### src/rtl/result_bcd_converter.sv
// Sequential double-dabble binary-to-BCD converter, one bit per cycle, with a held result register.
// Optional: define RESULT_BCD_CONVERTER_AUTO_START_EN to start automatically whenever value changes.
module result_bcd_converter #(
  parameter int WIDTH  = 16,
  parameter int DIGITS = 5
) (
  input  logic                  clock,
  input  logic                  reset,
  input  logic                  start,
  input  logic [WIDTH-1:0]      value,
  output logic [4*DIGITS-1:0]   bcd,
  output logic                  busy,
  output logic                  done
);

  localparam int CW = $clog2(WIDTH + 1);

  typedef enum logic [1:0] {IDLE, SHIFT, DONE} state_t;

  state_t                state_q, state_d;
  logic [4*DIGITS-1:0]   scratch_q, scratch_d, adj;
  logic [4*DIGITS-1:0]   bcd_q;
  logic [WIDTH-1:0]      bin_q, bin_d;
  logic [CW-1:0]         cnt_q, cnt_d;
  logic                  done_q;
  logic                  accept;

`ifdef RESULT_BCD_CONVERTER_AUTO_START_EN
  logic [WIDTH-1:0]      last_value_q;

  assign accept = start || (value != last_value_q);

  always_ff @(posedge clock) begin
    if (!reset) begin
      last_value_q <= '0;
    end else if (state_q == IDLE && accept) begin
      last_value_q <= value;
    end
  end
`else
  assign accept = start;
`endif

  // Add-3 correction applied to every digit before each shift.
  genvar gi;
  generate
    for (gi = 0; gi < DIGITS; gi++) begin : g_adj
      assign adj[4*gi +: 4] = (scratch_q[4*gi +: 4] >= 4'd5) ?
                              scratch_q[4*gi +: 4] + 4'd3 : scratch_q[4*gi +: 4];
    end
  endgenerate

  always_ff @(posedge clock) begin
    if (!reset) begin
      state_q <= IDLE;
    end else begin
      state_q <= state_d;
    end
  end

  always_comb begin
    state_d = state_q;
    case (state_q)
      IDLE:    if (accept) state_d = SHIFT;
      SHIFT:   if (cnt_q == CW'(WIDTH - 1)) state_d = DONE;
      DONE:    state_d = IDLE;
      default: state_d = IDLE;
    endcase
  end

  always_comb begin
    busy = (state_q != IDLE);
  end

  always_comb begin
    scratch_d = scratch_q;
    bin_d     = bin_q;
    cnt_d     = cnt_q;
    case (state_q)
      IDLE: begin
        if (accept) begin
          scratch_d = '0;
          bin_d     = value;
          cnt_d     = '0;
        end
      end
      SHIFT: begin
        scratch_d = {adj[4*DIGITS-2:0], bin_q[WIDTH-1]};
        bin_d     = {bin_q[WIDTH-2:0], 1'b0};
        cnt_d     = cnt_q + CW'(1);
      end
      default: ;
    endcase
  end

  always_ff @(posedge clock) begin
    if (!reset) begin
      scratch_q <= '0;
      bin_q     <= '0;
      cnt_q     <= '0;
      bcd_q     <= '0;
      done_q    <= 1'b0;
    end else begin
      scratch_q <= scratch_d;
      bin_q     <= bin_d;
      cnt_q     <= cnt_d;
      done_q    <= (state_q == DONE);
      if (state_q == DONE) begin
        bcd_q <= scratch_q;
      end
    end
  end

  assign bcd  = bcd_q;
  assign done = done_q;

endmodule
### config.mk
export PLATFORM = sky130hd
export DESIGN_NAME = result_bcd_converter
export DESIGN_NICKNAME = d
export VERILOG_FILES = /design/src/rtl/result_bcd_converter.sv
export SDC_FILE = /design/constraint.sdc
export NUM_CORES = 1
export LEC_CHECK = 0
export CORE_ASPECT_RATIO = 0.5
export CORE_UTILIZATION = 39
export DETAILED_ROUTE_END_ITERATION = 8
export PLACE_DENSITY = 0.68
export SLEW_MARGIN = 20
export SYNTH_ARGS = -nofsm -noshare
export SYNTH_HDL_FRONTEND = slang
export SYNTH_SLANG_ARGS = --single-unit
export TNS_END_PERCENT = 1
### constraint.sdc
create_clock -name clock -period 4.5 [get_ports clock]
set_input_delay 0.9 -clock clock [delete_from_list [all_inputs] [get_ports clock]]
set_output_delay 0.9 -clock clock [all_outputs]
set_load 0.01 [all_outputs]
# Word level (Yosys, flattened, before mapping)
# Cells that the tools add are included.
# classes
n_addsub	6
order_cmp	5
eq_ne	5
n_mux	14
reduce_logical	5
# ops
op	n
$pmux 20 s2	1
$pmux 16 s2	1
$ge 4x3->1 const B	5
$mux 20	1
$add 4x2->4 const B	4
$mux 16	1
$mux 4	4
$pmux 5 s2	1
$add 5x1->5 const B	1
$eq 5x4->1 const B	1
$mux 5	1
$mux 2	2
$ne 2x2->1 const B	2
$pmux 2 s2	1
$reduce_and 2->1	2
$reduce_bool 2->1	2
$add 3x2->3 const B	1
$mux 3	1
$eq 2x1->1 const B	1
$eq 2x2->1 const B	1
$logic_not 2->1	1
# totals
reg_bits	64
in_bits	19
out_inout_bits	22
elab_cells	41

# Longest topological paths before layout
# logic_depth
ltp_word	3
mapped_depth	6
depth_no_buf	6

# Worst setup path after synthesis
# Ideal clock, no wire load.
# synth_path
kind	in2reg
startpoint	in start
endpoint	reg bin_q[10]
setup_time_ns	0.119
arrival_time_ns	1.584
t_required_ns	4.381
path_slack_ns	2.798
stages	5
path_buffers	2
cell_sequence	buf_2 -> nor2_4 -> nor2_4 -> buf_6 -> o221a_2
# synth_between
elab_chain_cells	2
# synth_lines
element	line_no	text
from (decl)	9	input logic start,
$ne 2x2->1 (no line)	n/a	
$reduce_and 2->1 (no line)	n/a	
to (signal assigned)	105	bin_q <= bin_d;
to (decl)	23	logic [WIDTH-1:0] bin_q, bin_d;
# Every way passes these cells.
# A chain may end at the register's enable or synchronous reset.

# Final worst setup path
# layout_path
startpoint	reg state_q[1]
endpoint	out busy
# layout_between
elab_chain_cells	1
# layout_lines
element	line_no	text
from (decl)	20	state_t state_q, state_d;
from (signal assigned)	57	state_q <= state_d;
$reduce_bool 2->1	72	busy = (state_q != IDLE);
to (decl)	12	output logic busy,
# Every way passes these cells.

==> impl_results.md <==
- Status: completed
- Yosys reg bits: 64
- CTS Hold Bufs: 0
- Total GRT Usage: 0.165
- GPL Wtd Cong: 0.743
- Max cap viols: 0
- Final Hold Viols: 0
- Pleak: around 1.3 nW
- Worst path max stage delay: 0.86 ns
- Clock Tree Root: clkbuf_16
- Die area: between 8000 and 9000 sq um
- Clk_skew: between 0.004 and 0.005 ns
- Mean Syn Cell Area: a little under 9 sq um
- Largest net degree at the start of global routing: between 50 and 60
- Placement row count: 22
- Seq/Total Area, Yosys: 0.421
- Worst Path Max Fanout: 23
- Ys Warns: 0
- Hold endpoint: bcd[9]
- Die width: 127 microns
- Fin crit period: approximately 2.9 ns
- Total grt overflow: 0
- Reg2Reg Capture Point: scratch_q[17]
- Async set or reset register ratio after synthesis: 0
- Critical Path Start Type: flop
- Max VDD drop: between 150 and 200 uV
- First-pass GRT wire length: 10600 microns
- CTS buffer count: 9
- Initial antenna violation count: 0
- Drt pass-1 iters: 4
- DRT antenna net count: 0
- Vias per std cell: between 5 and 6
- Clk sinks: 64
- Cells after synthesis: 346
- H-tree levels: 3
- Layout Nets: approximately 400
- Crit path max-delay family: flip-flops
- Initial Utilization: 0.410
- Max Fclk: 346 MHz
- Layout cells sized above 1: 0.116
- Fin. max-slew vios: 0
- Hold path depth: 2
- Final TNS setup: 0 ns
- Crit-path slowest cell: dfxtp_1
- Fin util: 0.505
- Die H: 64.5 microns
- Core box area: about 7400 sq um
- Critical path endpoint category: output port
- EDFF count, synth: 0
- Drt first-iter violations: 120
- Worst hold-check path type: flop to flop
- I/O pins: slightly above 40
- Vias: ~2.5k
- Netlist cell types: 37
- Design Area, Final: 3750 sq um
- WL per Instance: about 13 microns
- Critical path data arrival time: 1.99 ns
- Worst skew pair latency: roughly 0.33 ns
- Syn Nets: about 380
- Number of global-route vias before repair: 2274
- Worst reg2reg path startpoint: state_q[1]
- Post-DP HPWL: approximately 4000 microns
- Worst R2R Setup Slack: 2.50 ns
- PwrDens: around 390 nW/um^2
- Hold Crit Start: bcd[9]
- Rel. slew slack: 0.442
- Placed Instance Area: about 3400 sq um
- Clock-pin slew on the worst setup and hold paths: ~0.050 ns
- Post-CTS Resized: 0
- Crit Path Class: flop to output port
- Drt total wl: around 6300 microns
- Port Buffers: 40
- Critical Path RT: about 3.6 ns
- Synth-to-Final Area Change: 23.1%
- Buf/Inv on CP: 1
- Final period util: 0.642
- RSZ-0062 raised after global routing: no
- Mapped cell area: between 3000 and 4000 sq um
- Worst Tran Pin Value: between 0.8 and 0.9 ns
- Setup Fix Bufs, Post-CTS: 0
- Ys flop type: dfxtp_1
- CTS tree: yes
- DRC viols: 0
- CP Cell Sequence: or2_2, clkdlybuf4s50_1
- Clock Path Buffers: 2
- Ant diodes: 0
- Final setup viols: 0
- R2R cell count: 3
-- tightest hold or removal path: stages (launching register included) --
cell and delay (ns):
dfxtp_1 0.30, nand2_1 0.05, a21boi_1 0.05
-- state kept, by name, indices dropped and copies added (netlist names) --
signal,count
done,1
cnt_q,5
state_q,2
bcd,20
scratch_q,20
bin_q,16
-- how the worst max path moves through the flow --
stage	to	from	cells past startpoint
after global routing	busy	state_q[1]	2
after CTS	busy	state_q[1]	2
after global placement	scratch_q[8]	start	5
final	busy	state_q[1]	2
after floorplan	bin_q[10]	start	5
after detailed placement	scratch_q[9]	start	5
-- report_power, final --
group          total (mW)  switching (mW)  internal, mW
logic              0.0948          0.0464        0.0484
registers           0.591         0.00845         0.582
clock network       0.781           0.243         0.538
total                1.47           0.298          1.17
-- cell usage after synthesis, types with 7 or more instances --
master | n | area, sq um
inv_1 | 12 | 45.0
buf_6 | 7 | 78.8
nor2b_1 | 17 | 106
a21oi_1 | 21 | 105
dfxtp_1 | 64 | 1280
ha_1 | 12 | 150
nor2_1 | 15 | 56.3
nand2b_1 | 7 | 43.8
nand3_1 | 8 | 40.0
nand2_1 | 59 | 221
o221a_2 | 15 | 169
nor3_1 | 7 | 35.0
o21ai_0 | 23 | 115
a21boi_1 | 20 | 150
-- cells in the final DEF (no fill, tap or decap), drive strengths merged, types with 2 or more instances in the layout --
cell type | synthesis | routed
dfxtp | 64 | 64
nand2 | 59 | 59
clkdlybuf4s50 | 0 | 40
a21boi | 26 | 26
o21ai | 23 | 23
a21oi | 21 | 21
nor2b | 18 | 18
nor2 | 17 | 17
o221a | 15 | 15
inv | 12 | 12
ha | 12 | 12
clkbuf | 7 | 10
nand3 | 8 | 8
nand2b | 7 | 7
nor3 | 7 | 7
mux2 | 5 | 5
xnor2 | 5 | 5
and2 | 4 | 4
and3 | 3 | 3
xor2 | 3 | 3
o31ai | 3 | 3
bufinv | 0 | 3
a22oi | 2 | 2
clkinv | 0 | 2
buf | 17 | 2
-- metal layers --
metal  GRT usage  vias to the layer above  part of all wire
met5           0                        -                 0
met4      0.0818                        0             0.016
li1            -                     1234                 -
met1       0.199                     1164              0.49
met2       0.275                       49              0.46
met3      0.0438                       12             0.040
-- layout make-up --
class | count | area [sq um]
clock inverters | 6 | 108
fillers | 703 | 3680
clock buffers | 10 | 229
repair buffers | 42 | 415
multi-input cells | 246 | 1550
flip-flops and latches | 64 | 1280
inverters | 12 | 45.0
well taps | 96 | 120
-- metrics by stage --
stage | worst slack, ns | power, mW | instances | hold slack (ns)
4_1_cts | 1.59 | 1.48 | 476 | 0.452
6_report | 1.61 | 1.47 | 476 | 0.449
3_5_place_dp | 1.64 | 0.697 | 460 | 0.445
3_3_place_gp | 1.73 | 0.694 | 460 | 0.441
5_1_grt | 1.52 | 1.53 | 476 | 0.469
2_1_floorplan | 2.80 | 0.674 | 346 | 0.444
-- cell families after synthesis --
kind of cell | Yosys count | synth area share
simple gates | 127 | 0.203
compound gates | 94 | 0.215
flops | 64 | 0.421
buf+inv | 36 | 0.0702
fa+ha+maj | 12 | 0.0493
xor+xnor | 8 | 0.0230
mux | 5 | 0.0185
(Power assumes the default switching activity.)
